### config.mk
export PLATFORM = sky130hd
export DESIGN_NAME = alu_result_buffer
export DESIGN_NICKNAME = d
export VERILOG_FILES = /design/src/rtl/alu_result_buffer.sv
export SDC_FILE = /design/constraint.sdc
export NUM_CORES = 1
export LEC_CHECK = 0
export CAP_MARGIN = 40
export CELL_PAD_IN_SITES_DETAIL_PLACEMENT = 1
export CELL_PAD_IN_SITES_GLOBAL_PLACEMENT = 1
export CORE_MARGIN = 2
export CORE_UTILIZATION = 28
export DETAILED_ROUTE_END_ITERATION = 10
export PLACE_DENSITY = 0.59
export SYNTH_ARGS = -nofsm -noshare
export SYNTH_HDL_FRONTEND = slang
export SYNTH_SLANG_ARGS = --single-unit
### constraint.sdc
create_clock -name i_clk -period 7.2 [get_ports i_clk]
set_input_delay 0.72 -clock i_clk [delete_from_list [all_inputs] [get_ports i_clk]]
set_output_delay 0.72 -clock i_clk [all_outputs]
set_load 0.01 [all_outputs]
### src/rtl/alu_result_buffer.sv
// Result capture FIFO behind the ALU: first-word-fall-through storage of {result, flags, op}
// with a valid/ready consumer port, saturating ERR/OVERFLOW counters and a sticky drop flag.
module alu_result_buffer #(
    parameter int WIDTH = 4,
    parameter int DEPTH = 8,
    parameter int CNT_W = 8
) (
    input  logic                     i_clk,
    input  logic                     i_rst,
    input  logic                     i_valid,
    input  logic [WIDTH-1:0]         i_result,
    input  logic [3:0]               i_flag,
    input  logic [1:0]               i_oper,
    output logic                     o_ready,
    output logic                     o_valid,
    input  logic                     i_ready,
    output logic [WIDTH-1:0]         o_result,
    output logic [3:0]               o_flag,
    output logic [1:0]               o_oper,
    output logic [$clog2(DEPTH):0]   o_count,
    output logic [CNT_W-1:0]         o_err_cnt,
    output logic [CNT_W-1:0]         o_ovf_cnt,
    output logic                     o_drop,
    input  logic                     i_clr_stats
);
    localparam int AW = $clog2(DEPTH);
    localparam int EW = WIDTH + 6;
    localparam logic [AW:0]      PTR_ONE = 1;
    localparam logic [CNT_W-1:0] CNT_ONE = 1;
    localparam logic [CNT_W-1:0] CNT_MAX = '1;

    // Handshake: a word moves on any edge where its producer's valid and its
    // consumer's ready are both high; valid never waits on ready.
    logic [EW-1:0]    mem_q [DEPTH];
    logic [AW:0]      wr_ptr_q, wr_ptr_d, rd_ptr_q, rd_ptr_d;
    logic [CNT_W-1:0] err_cnt_q, err_cnt_d, ovf_cnt_q, ovf_cnt_d;
    logic             drop_q, drop_d;
    logic             full, empty, push, pop;

    assign full    = (wr_ptr_q[AW] != rd_ptr_q[AW]) && (wr_ptr_q[AW-1:0] == rd_ptr_q[AW-1:0]);
    assign empty   = (wr_ptr_q == rd_ptr_q);
    assign o_ready = !full && !i_rst;
    assign o_valid = !empty;
    assign push    = i_valid && o_ready;
    assign pop     = o_valid && i_ready;

    assign {o_result, o_flag, o_oper} = mem_q[rd_ptr_q[AW-1:0]];
    assign o_count   = wr_ptr_q - rd_ptr_q;
    assign o_err_cnt = err_cnt_q;
    assign o_ovf_cnt = ovf_cnt_q;
    assign o_drop    = drop_q;

    always_comb begin
        wr_ptr_d  = wr_ptr_q;
        rd_ptr_d  = rd_ptr_q;
        err_cnt_d = err_cnt_q;
        ovf_cnt_d = ovf_cnt_q;
        drop_d    = drop_q;
        if (push) wr_ptr_d = wr_ptr_q + PTR_ONE;
        if (pop)  rd_ptr_d = rd_ptr_q + PTR_ONE;
        // A clear discards any statistics event arriving in the same cycle.
        if (i_clr_stats) begin
            err_cnt_d = '0;
            ovf_cnt_d = '0;
            drop_d    = 1'b0;
        end else begin
            if (push && i_flag[0] && (err_cnt_q != CNT_MAX)) err_cnt_d = err_cnt_q + CNT_ONE;
            if (push && i_flag[3] && (ovf_cnt_q != CNT_MAX)) ovf_cnt_d = ovf_cnt_q + CNT_ONE;
            if (i_valid && full) drop_d = 1'b1;
        end
    end

    always_ff @(posedge i_clk) begin
        if (i_rst) begin
            wr_ptr_q  <= '0;
            rd_ptr_q  <= '0;
            err_cnt_q <= '0;
            ovf_cnt_q <= '0;
            drop_q    <= 1'b0;
        end else begin
            wr_ptr_q  <= wr_ptr_d;
            rd_ptr_q  <= rd_ptr_d;
            err_cnt_q <= err_cnt_d;
            ovf_cnt_q <= ovf_cnt_d;
            drop_q    <= drop_d;
        end
    end

    // Storage carries no reset; push is already blocked while i_rst is high.
    always_ff @(posedge i_clk) begin
        if (push) mem_q[wr_ptr_q[AW-1:0]] <= {i_result, i_flag, i_oper};
    end
endmodule

; After elaboration in Yosys (flattened, before gate mapping)
; Memories as Yosys holds them, arrays and structs flattened. A register that Yosys moved wholly into a read port is not among the register bits.
; Cells that the tools add are included.
[totals]
ramBits = 80
word_cells = 33
mem_count = 1
rom_bits = 0
latchBits = 0
register_bits = 25
inputBits = 15
[memory_table]
columns = name, depth, width, rd, rd_ports_with_merged_regs, write_ports, line_no
row1 = mem_q, 8, 10, 1, 1, 1, 34  ; logic [EW-1:0] mem_q [DEPTH];
[classes]
div_mod_pow = 0
n_addsub = 5
mul = 0
muxes = 4
eq_ne = 5
reduce_logical = 13
magnitude_cmp = 0
n_shift = 0
bitwise_logic = 0
[op_table]
columns = operator, n
row1 = "8-bit by 1-bit adder with 8-bit output, second input constant", 2
row2 = "8-bit inequality test, second input constant", 2
row3 = 1-bit logical AND, 9
row4 = "4-bit by 1-bit adder with 4-bit output, second input constant", 2
row5 = 3-bit 2-to-1 mux, 2
row6 = 4-bit == test, 1
row7 = 4-bit subtractor, 1
row8 = 3-bit == test, 1
row9 = 1-bit logical NOT, 3
row10 = 1-bit 2-to-1 mux, 2
row11 = 2-bit OR reduction, 1
row12 = 1-bit inequality test, 1

; Depth between registers and ports, before layout
[logic_depth]
word_depth = 7
mapped_depth = 7

; Least setup slack after synthesis
; OpenSTA, ideal clock, no wires.
[synth_path]
path_kind = flip-flop to flip-flop
from = register wr_ptr_q[0]
to = memory mem_q[0][0] in the netlist's numbering (enable)
setup_ns = 0.403
setup_slack_ns = 4.273
t_arrival_ns = 2.523
path_stages_with_launch = 8
path_buffers = 1
period_less_slack_ns = 2.927
path_cell_list = dfxtp_1 -> inv_1 -> ha_1 -> and3_4 -> buf_6 -> a21oi_1 -> nand2_1 -> nor4_1
[synth_via]
elab_chain_len = 7
[synth_lines]
columns = item, line_no
row1 = from (decl), 35  ; logic [AW:0] wr_ptr_q, wr_ptr_d, rd_ptr_q, rd_ptr_d;
row2 = from (signal assigned), 81  ; wr_ptr_q <= wr_ptr_d;
row3 = 3-bit == test, 40  ; assign full = (wr_ptr_q[AW] != rd_ptr_q[AW]) && (wr_ptr_q[AW-1:0] == rd_ptr_q[AW-1:0]);
row4 = 1-bit logical AND, 40
row5 = 1-bit logical NOT, 42  ; assign o_ready = !full && !i_rst;
row6 = 1-bit logical AND, 42
row7 = net o_ready, 14  ; output logic o_ready,
row8 = 1-bit logical AND, 44  ; assign push = i_valid && o_ready;
row9 = 1-bit 2-to-1 mux, 91  ; if (push) mem_q[wr_ptr_q[AW-1:0]] <= {i_result, i_flag, i_oper};
row10 = 1-bit 2-to-1 mux (implied by the code), 91
row11 = to (decl), 34
; The timed path passes the listed nets, and every way through them passes these cells.

; Worst setup path in the final report
[layout_path]
from = input i_rst
to = output o_ready
[layout_via]
elab_chain_len = 2
[layout_lines]
columns = item, line_no
row1 = from (decl), 9  ; input logic i_rst,
row2 = 1-bit logical NOT, 42
row3 = 1-bit logical AND, 42
row4 = to (decl), 14
; No other way between the ends.

==> metrics <==
crit-path cells=clkdlybuf4s50_1 > a21oi_1 > clkdlybuf4s50_1; clk_skew=0.008068 ns; RSZ-0062 raised after global routing=false; most frequent cells in the layout=80 x edfxtp_1, 47 x clkdlybuf4s50_1, 28 x dfxtp_1, 20 x mux4_2, 15 x nand2_1; fin. max-slew vios=0; overall power=0.001414 W; Hold WC Path Type=flop to flop; CP max stage delay=0.73 ns; post-CTS sizing=0; CP max stage cell=clkdlybuf4s50_1; CTS tree=built; Synth top area share=53.08%; met3 Use GR=4.051%; Post-Layout Inst Area=5623 µm²; HPWL Detailed=7.022 mm; Post-synth EDFFs=80; GRT Overall Usage=12.54%; DRC viols=0; Static Leak=1.831 nW; Synth Instances=296; die height=131.1 µm; gpl congestion=0.7631; diodes inserted=0; Worst-Skew Late Latency=0.35 ns; post-synthesis sequential area ratio=65.47%; area of the core=15830 µm²; r2r startpoint=wr_ptr_q[0]$_SDFFE_PP0P_; commonest non-fill, non-tap cell in the layout=edfxtp_1; Sink Count=108; WP data arrival=2.40 ns; largest net degree at the start of global routing=21; maximum capacitance violations=0; worst-margin pin slew=0.6175 ns; Starting Density=28.59%; PwrDens=251.5 nW/µm²; # setup viols final=0; Post-DRT Antenna Nets=0; Seq cells post-synth=108; GR peak layer=met2; total gr overflow=0; met2 Use GR=20.70%; Ys Warns=0; ranking of synthesized cells by area=edfxtp_1 53%, dfxtp_1 12%, mux4_2 10%; vias in the first global route=2968; full die area=17200 µm²; layout cell share with drive strength beyond 1=18.38%; leading area contributor after synthesis=edfxtp_1; DRT Pass-1 Iters=4; Critical Path Start=i_rst; setup TNS=0 ns; count of cell types in the netlist=47; final worst setup slack=4.081 ns; Area growth syn-to-layout=24.25%; worst slack, placed=3.589 ns; 1st-iter DRT viols=167; cell mode on critical path=clkdlybuf4s50_1; CTS root buf=clkbuf_16; Routed Wire Length=10.19 mm; crit path capture type=primary output; CTS Hold Buffers Added=0; Routed WL per cell=17.72 µm; Die X=131.1 µm; total setup buffers inserted after CTS=0; first-pass GRT wire length=16.68 mm; GRT met1 Usage=15.68%; min-delay src=o_drop$_SDFFE_PP0P_; critical path required time=6.48 ns; Final Hold Vio Count=0; fin crit share=43.32%; IO Port Bufs=47; final core utilization=35.53%; maximum VDD drop=141.9 µV; fmax=320.6 MHz; H-tree levels=3; minimum clock period=3.119 ns; Post-synth ARST share=0%; syn nets=319; Net count, final=377; Clock Tree Buf Depth=2; clock-pin slew on the worst setup and hold paths=0.07 ns; vias per cell=4.793; mapped cell area=4526 µm²; via total after detailed routing=2756; initial antenna violation count=0; DP Area=5310 µm²; startpoint type of the worst setup path=primary input; worst-path maximum fanout=18; status=complete, no violations; critical path type=primary input to primary output; ys flop type=edfxtp_1; headroom to the max-slew limit=58.70%; Rows=46; Syn Area/Cell=15.29 µm²; number of top-level pins=48; CTS Buf Count=9
-- cell type report --
cell class	count	area, µm²
multi-input cells	165	1471
flip-flops and latches	108	2963
clock inverters	7	82.58
inverters	10	37.54
well taps	216	270.3
repair buffers	60	573.1
fillers	1654	10200
clock buffers	9	225.2
-- stage by stage --
stage / hold slack [ns] / std cells
after global placement: 0.4707 / 553
after global routing: 0.5711 / 575
final: 0.4811 / 575
after CTS: 0.4870 / 574
after floorplan: 0.4947 / 296
after detailed placement: 0.4652 / 558
-- report_power, final --
| group | internal, W | leakage [nW] | switching, W |
|---|---|---|---|
| clock network | 0.000276 | 0.150 | 0.000231 |
| registers | 0.000679 | 0.949 | 0.0000102 |
| logic | 0.000119 | 0.732 | 0.0000995 |
| total | 0.00107 | 1.83 | 0.000341 |
-- path summary, 6_finish.rpt --
check        cells past startpoint  slack [ns]               endpoint
max                              3        4.08                o_ready
min                              2        0.48    o_drop$_SDFFE_PP0P_
max reg2reg                      7        4.51  mem_q[6][3]$_DFFE_PP_
min reg2reg                      2        0.48    o_drop$_SDFFE_PP0P_
-- sequential cells by signal, indices dropped and copies added (netlist names), named ones only --
| signal | flops |
|---|---|
| mem_q | 80 |
| o_err_cnt | 8 |
| o_ovf_cnt | 8 |
| rd_ptr_q | 4 |
| wr_ptr_q | 4 |
| o_drop | 1 |
-- synthesized netlist by cell type (all sizes together), types with 5 or more instances --
library cell   n
nor3           7
inv           10
dfxtp         28
clkbuf         7
buf            6
edfxtp        80
mux2          10
o21ai          7
mux4          20
nand2         15
a31oi          6
a21oi         12
nand3         11
nor2          12
xnor2          6
and3           5
ha             7
-- critical path: cells and delay by family --
family / cells / cell delay [ns]
buffers and inverters: 2 / 1.32
AOI/OAI and AO/OA: 1 / 0.36
-- metal layers --
metal  part of all wire (%)  vias to the layer above  routed length, µm
met2                     50                       50               5064
met5                      0                        -                  0
met3                    3.9                        6                393
met4                   0.84                        0                 86
met1                     46                     1424               4644
li1                       -                     1276                  -
-- cells by family after synthesis --
family | after synthesis | share of synthesized area [%]
adders and majority gates | 8 | 2.378
AOI/OAI and AO/OA | 45 | 7.023
xor gates and xnor gates | 9 | 1.742
buffers and inverters | 23 | 2.157
muxes | 33 | 13.10
and+or+nand+nor | 70 | 8.128
DFF | 108 | 65.47
(Power assumes the default switching activity.)
==> variant 1 (same flow settings) <==
The parameter `CNT_W` goes from 8 to 6.
--- a/src/rtl/alu_result_buffer.sv
+++ b/src/rtl/alu_result_buffer.sv
@@ -5,3 +5,3 @@
     parameter int DEPTH = 8,
-    parameter int CNT_W = 8
+    parameter int CNT_W = 6
 ) (
Ports: changed (resized o_err_cnt and o_ovf_cnt); port bits go from 48 to 44. No check against the original RTL was run, so the function may have changed too.
==> variant 1 against the original RTL <==
  * Cell area is 5.9% lower
  * Via count is 9.9% lower
  * Register-to-register slack better by 110 ps
  * Count of clock-buffer cells in the layout is 1 higher
  * Synthesized area is 4.9% lower
  * Setup slack worse by 160 ps
  * Synthesized cell count is 9.1% lower
  * Routed wire length is 7.9% lower
  * Core utilization is 0.48 points lower
  * Power is 6.2% lower
  * Sequential cell count is 4 lower
  * Critical path depth stayed put
  * Final cell count is 11% lower
  * Critical endpoint is now o_flag[0]
==> variant 1: results <==
set metrics [dict create \
    dp_hpwl_um 6223 \
    met3_length_um 280 \
    leakage_nw 1.688 \
    arrival_ps 2560 \
    finalWirelength_um 9384 \
    use_met2_pct 20.29 \
    postSynthAreaPerCell_um2 16.00 \
    routedWlPerCell_um 18.26 \
    nets 344 \
    numPortBuffers 43 \
    critical-path-top-delay-family "multiplexers" \
    ir_worst_vdd_uv 114.9 \
    status "complete, no violations" \
    pre_cts_ws_ps 3974 \
    dr_wl_met2_um 4637 \
    met1_usage_pct 15.42 \
    critical_path_class "reg2out" \
    crit_end "o_flag[0]" \
    ys_top_cells_by_count "edfxtp_1 (80), dfxtp_1 (24), mux4_2 (20), nor2_1 (15), mux2_2 (10)" \
    max_slew_margin_pct 47.63 \
    groute.usage.overall_pct 11.97 \
    final.setup_skew_ps 7.202 \
    synth.distinct_cells 41 \
    fin_crit_ps 3277 \
    worst-r2r-cell-count 6 \
    combinationalPower_uw 188 \
    use_met3_pct 2.796 \
    grt_pass1_wl_um 14660 \
]
## variant 1: cell count changes after synthesis, sizes merged, moves of 3 or more
cell    change
dfxtp       -4
o21ai       -3
nand3       -6
nand4       +5
o311ai      +3
nand2       -6
a21oi       -4
nor2        +3
nor3        -4
## variant 1: cell families (layout without fill, tap and decap cells)
logic type,after synthesis,in the layout,synth area share (%)
mux,32,32,13.55
xor+xnor,9,9,2.007
flops,104,104,67.00
buf+inv,20,77,1.861
compound gates,36,36,5.787
simple gates,60,60,7.298
fa+ha+maj,8,8,2.501
## variant 1: final cells by class
class                           count  area [um2]  area share (%)
Inverter                            9       33.78          0.6388
Multi-Input combinational cell    145        1358           25.67
Timing Repair Buffer               52       505.5           9.558
Tap cell                          188       235.2           4.448
Clock inverter                      6       43.79          0.8280
Clock buffer                       10       229.0           4.329
Sequential cell                   104        2884           54.53
==> variant 2 (config.mk and constraints unchanged) <==
Made on the original files. Reset style: asynchronous (`i_rst`), changed in one clocked block.
--- a/src/rtl/alu_result_buffer.sv
+++ b/src/rtl/alu_result_buffer.sv
@@ -72,3 +72,3 @@
 
-    always_ff @(posedge i_clk) begin
+    always_ff @(posedge i_clk or posedge i_rst) begin
         if (i_rst) begin
Check against the original RTL: differs if i_rst is asserted again (counterexample within 4 cycles, from zero or initial values and one cycle with i_rst high); with i_rst held inactive, the same outputs for 10 cycles.
==> variant 2 against the original RTL <==
  * Cell area barely moved
  * Non-clock buffer count fell by 1
  * Routed wire length rose by 2.0%
  * Setup slack got worse by 560 ps
  * Hold slack improved by 48 ps
  * Synthesized area fell by 0.64%
  * Sequential cell count fell by 3
  * Count of clock-buffer cells in the layout rose by 1
  * First-iteration DRC count rose by 31%
  * Final cell count rose by 0.70%
Power is not compared: it rests on default switching activity, and its combinational part moved more than twofold at a synthesized area within 25%.
==> variant 2: results <==
set metrics [dict create \
    cpPeakStageDelay_ps 710 \
    met1Wirelength_um 4939 \
    dr.first_iter.drc_count 219 \
    met3_length_um 395 \
    vias 2697 \
    async_reset_ff_share_pct 23.81 \
    grt_pass1_wl_um 16610 \
    seq_area_frac_synth_pct 67.33 \
    synth_ff_type "edfxtp_1" \
    min_path_type "reg2reg" \
    grt_max_degree 27 \
    tightestPinTransition_ps 730.0 \
    antenna_found_initial 0 \
    dr.pass1.iters 4 \
    synth.distinct_cells 40 \
    cts_root_buffer "clkbuf_16" \
    synth_fp_nets 320 \
    numPortBuffers 47 \
    dr_wl_met2_um 4970 \
    synth_area_leaders "edfxtp_1 (53%), dfrtp_1 (14%), mux4_2 (10%)" \
    grt_pass1_vias 2914 \
    clk_pin_slew_worst_paths_ps 70 \
    nets 381 \
    arrival_ps 2960 \
    cts_made_buffers 9 \
    ys_top_cells_by_count "edfxtp_1 (80), nand2_1 (41), dfrtp_1 (25), mux4_2 (20), nand3_1 (15)" \
    status "complete, no violations" \
    routedWlPerCell_um 17.95 \
    cts-htree-levels 3 \
    clock_latency_ps 350 \
    pre_cts_ws_ps 3896 \
    fillCellCount 1682 \
    swShare_pct 31.64 \
    dr.max_layer_used "met4" \
    critPathMaxFanout 13 \
    largest_reg_flops 80 \
    ys_warn_count 0 \
    dp_hpwl_um 6855 \
    cp_slowest_cell "dfrtp_1" \
    place.gp.congestion 0.7577 \
    ir_worst_vdd_uv 151.8 \
    drive_above_1_share_pct 14.88 \
    final.setup_skew_ps 5.997 \
    groute.usage.overall_pct 13.18 \
    post_cts_buffers 0 \
]
-- variant 2: path summary, 6_finish.rpt --
kind                                   start      endpoint  slack [ps]  depth (start not counted)
max in group asynchronous              i_rst   rd_ptr_q[2]        6070                          3
min in group asynchronous              i_rst  o_err_cnt[6]         860                          3
worst max register to register   rd_ptr_q[2]  o_err_cnt[5]        4140                          6
worst min register to register  o_err_cnt[6]  o_err_cnt[6]         530                          1
worst max-delay path             rd_ptr_q[2]       o_ready        3520                          5
worst min-delay path            o_err_cnt[6]  o_err_cnt[6]         530                          1
-- variant 2: power by group through the flow --
stage,clock (mW),sequential (mW),combinational [mW]
after floorplan,0,0.772,0.442
after global placement,0,0.788,0.754
after detailed placement,0,0.794,0.762
after CTS,0.545,0.781,0.771
after global routing,0.565,0.789,0.832
final,0.528,0.780,0.747
-- variant 2: layer usage --
metal / GRT usage (%) / up-vias
met4: 2.628 / 0
met1: 18.01 / 1374
met5: 0 / -
met2: 21.20 / 49
met3: 3.746 / 11
li1: - / 1263
-- variant 2: worst reg2reg max path, cell delays in order, from the launching register on --
cell and delay, ps:
dfrtp_1 710, inv_1 430, ha_1 450, and3_1 220, a2111oi_2 730, nand2_1 210
o221ai_1 210
-- variant 2: cell families after synthesis --
logic type | share of synthesized area (%)
compound gates | 5.509
xor+xnor | 2.115
fa+ha+maj | 2.393
buf+inv | 2.003
flops | 67.33
mux | 11.21
simple gates | 9.432
-- variant 2: stage by stage --
stage               utilization [%]  std cells  area (um2)  power (mW)
global placement              33.45        560        5275       1.542
CTS                           35.65        579        5622       2.097
detailed placement            33.62        563        5301       1.555
finish                        35.65        579        5622       2.054
global route                  35.65        579        5622       2.185
floorplan                         -        297        4497       1.214
-- variant 2: cell type report --
cell class	instances	area, um2	share of cell area (%)
Sequential cell	105	3028	53.86
Multi-Input combinational cell	171	1394	24.79
Timing Repair Buffer	59	564.3	10.04
Tap cell	216	270.3	4.807
Clock buffer	10	229.0	4.073
Clock inverter	6	91.34	1.625
Inverter	12	45.04	0.8012
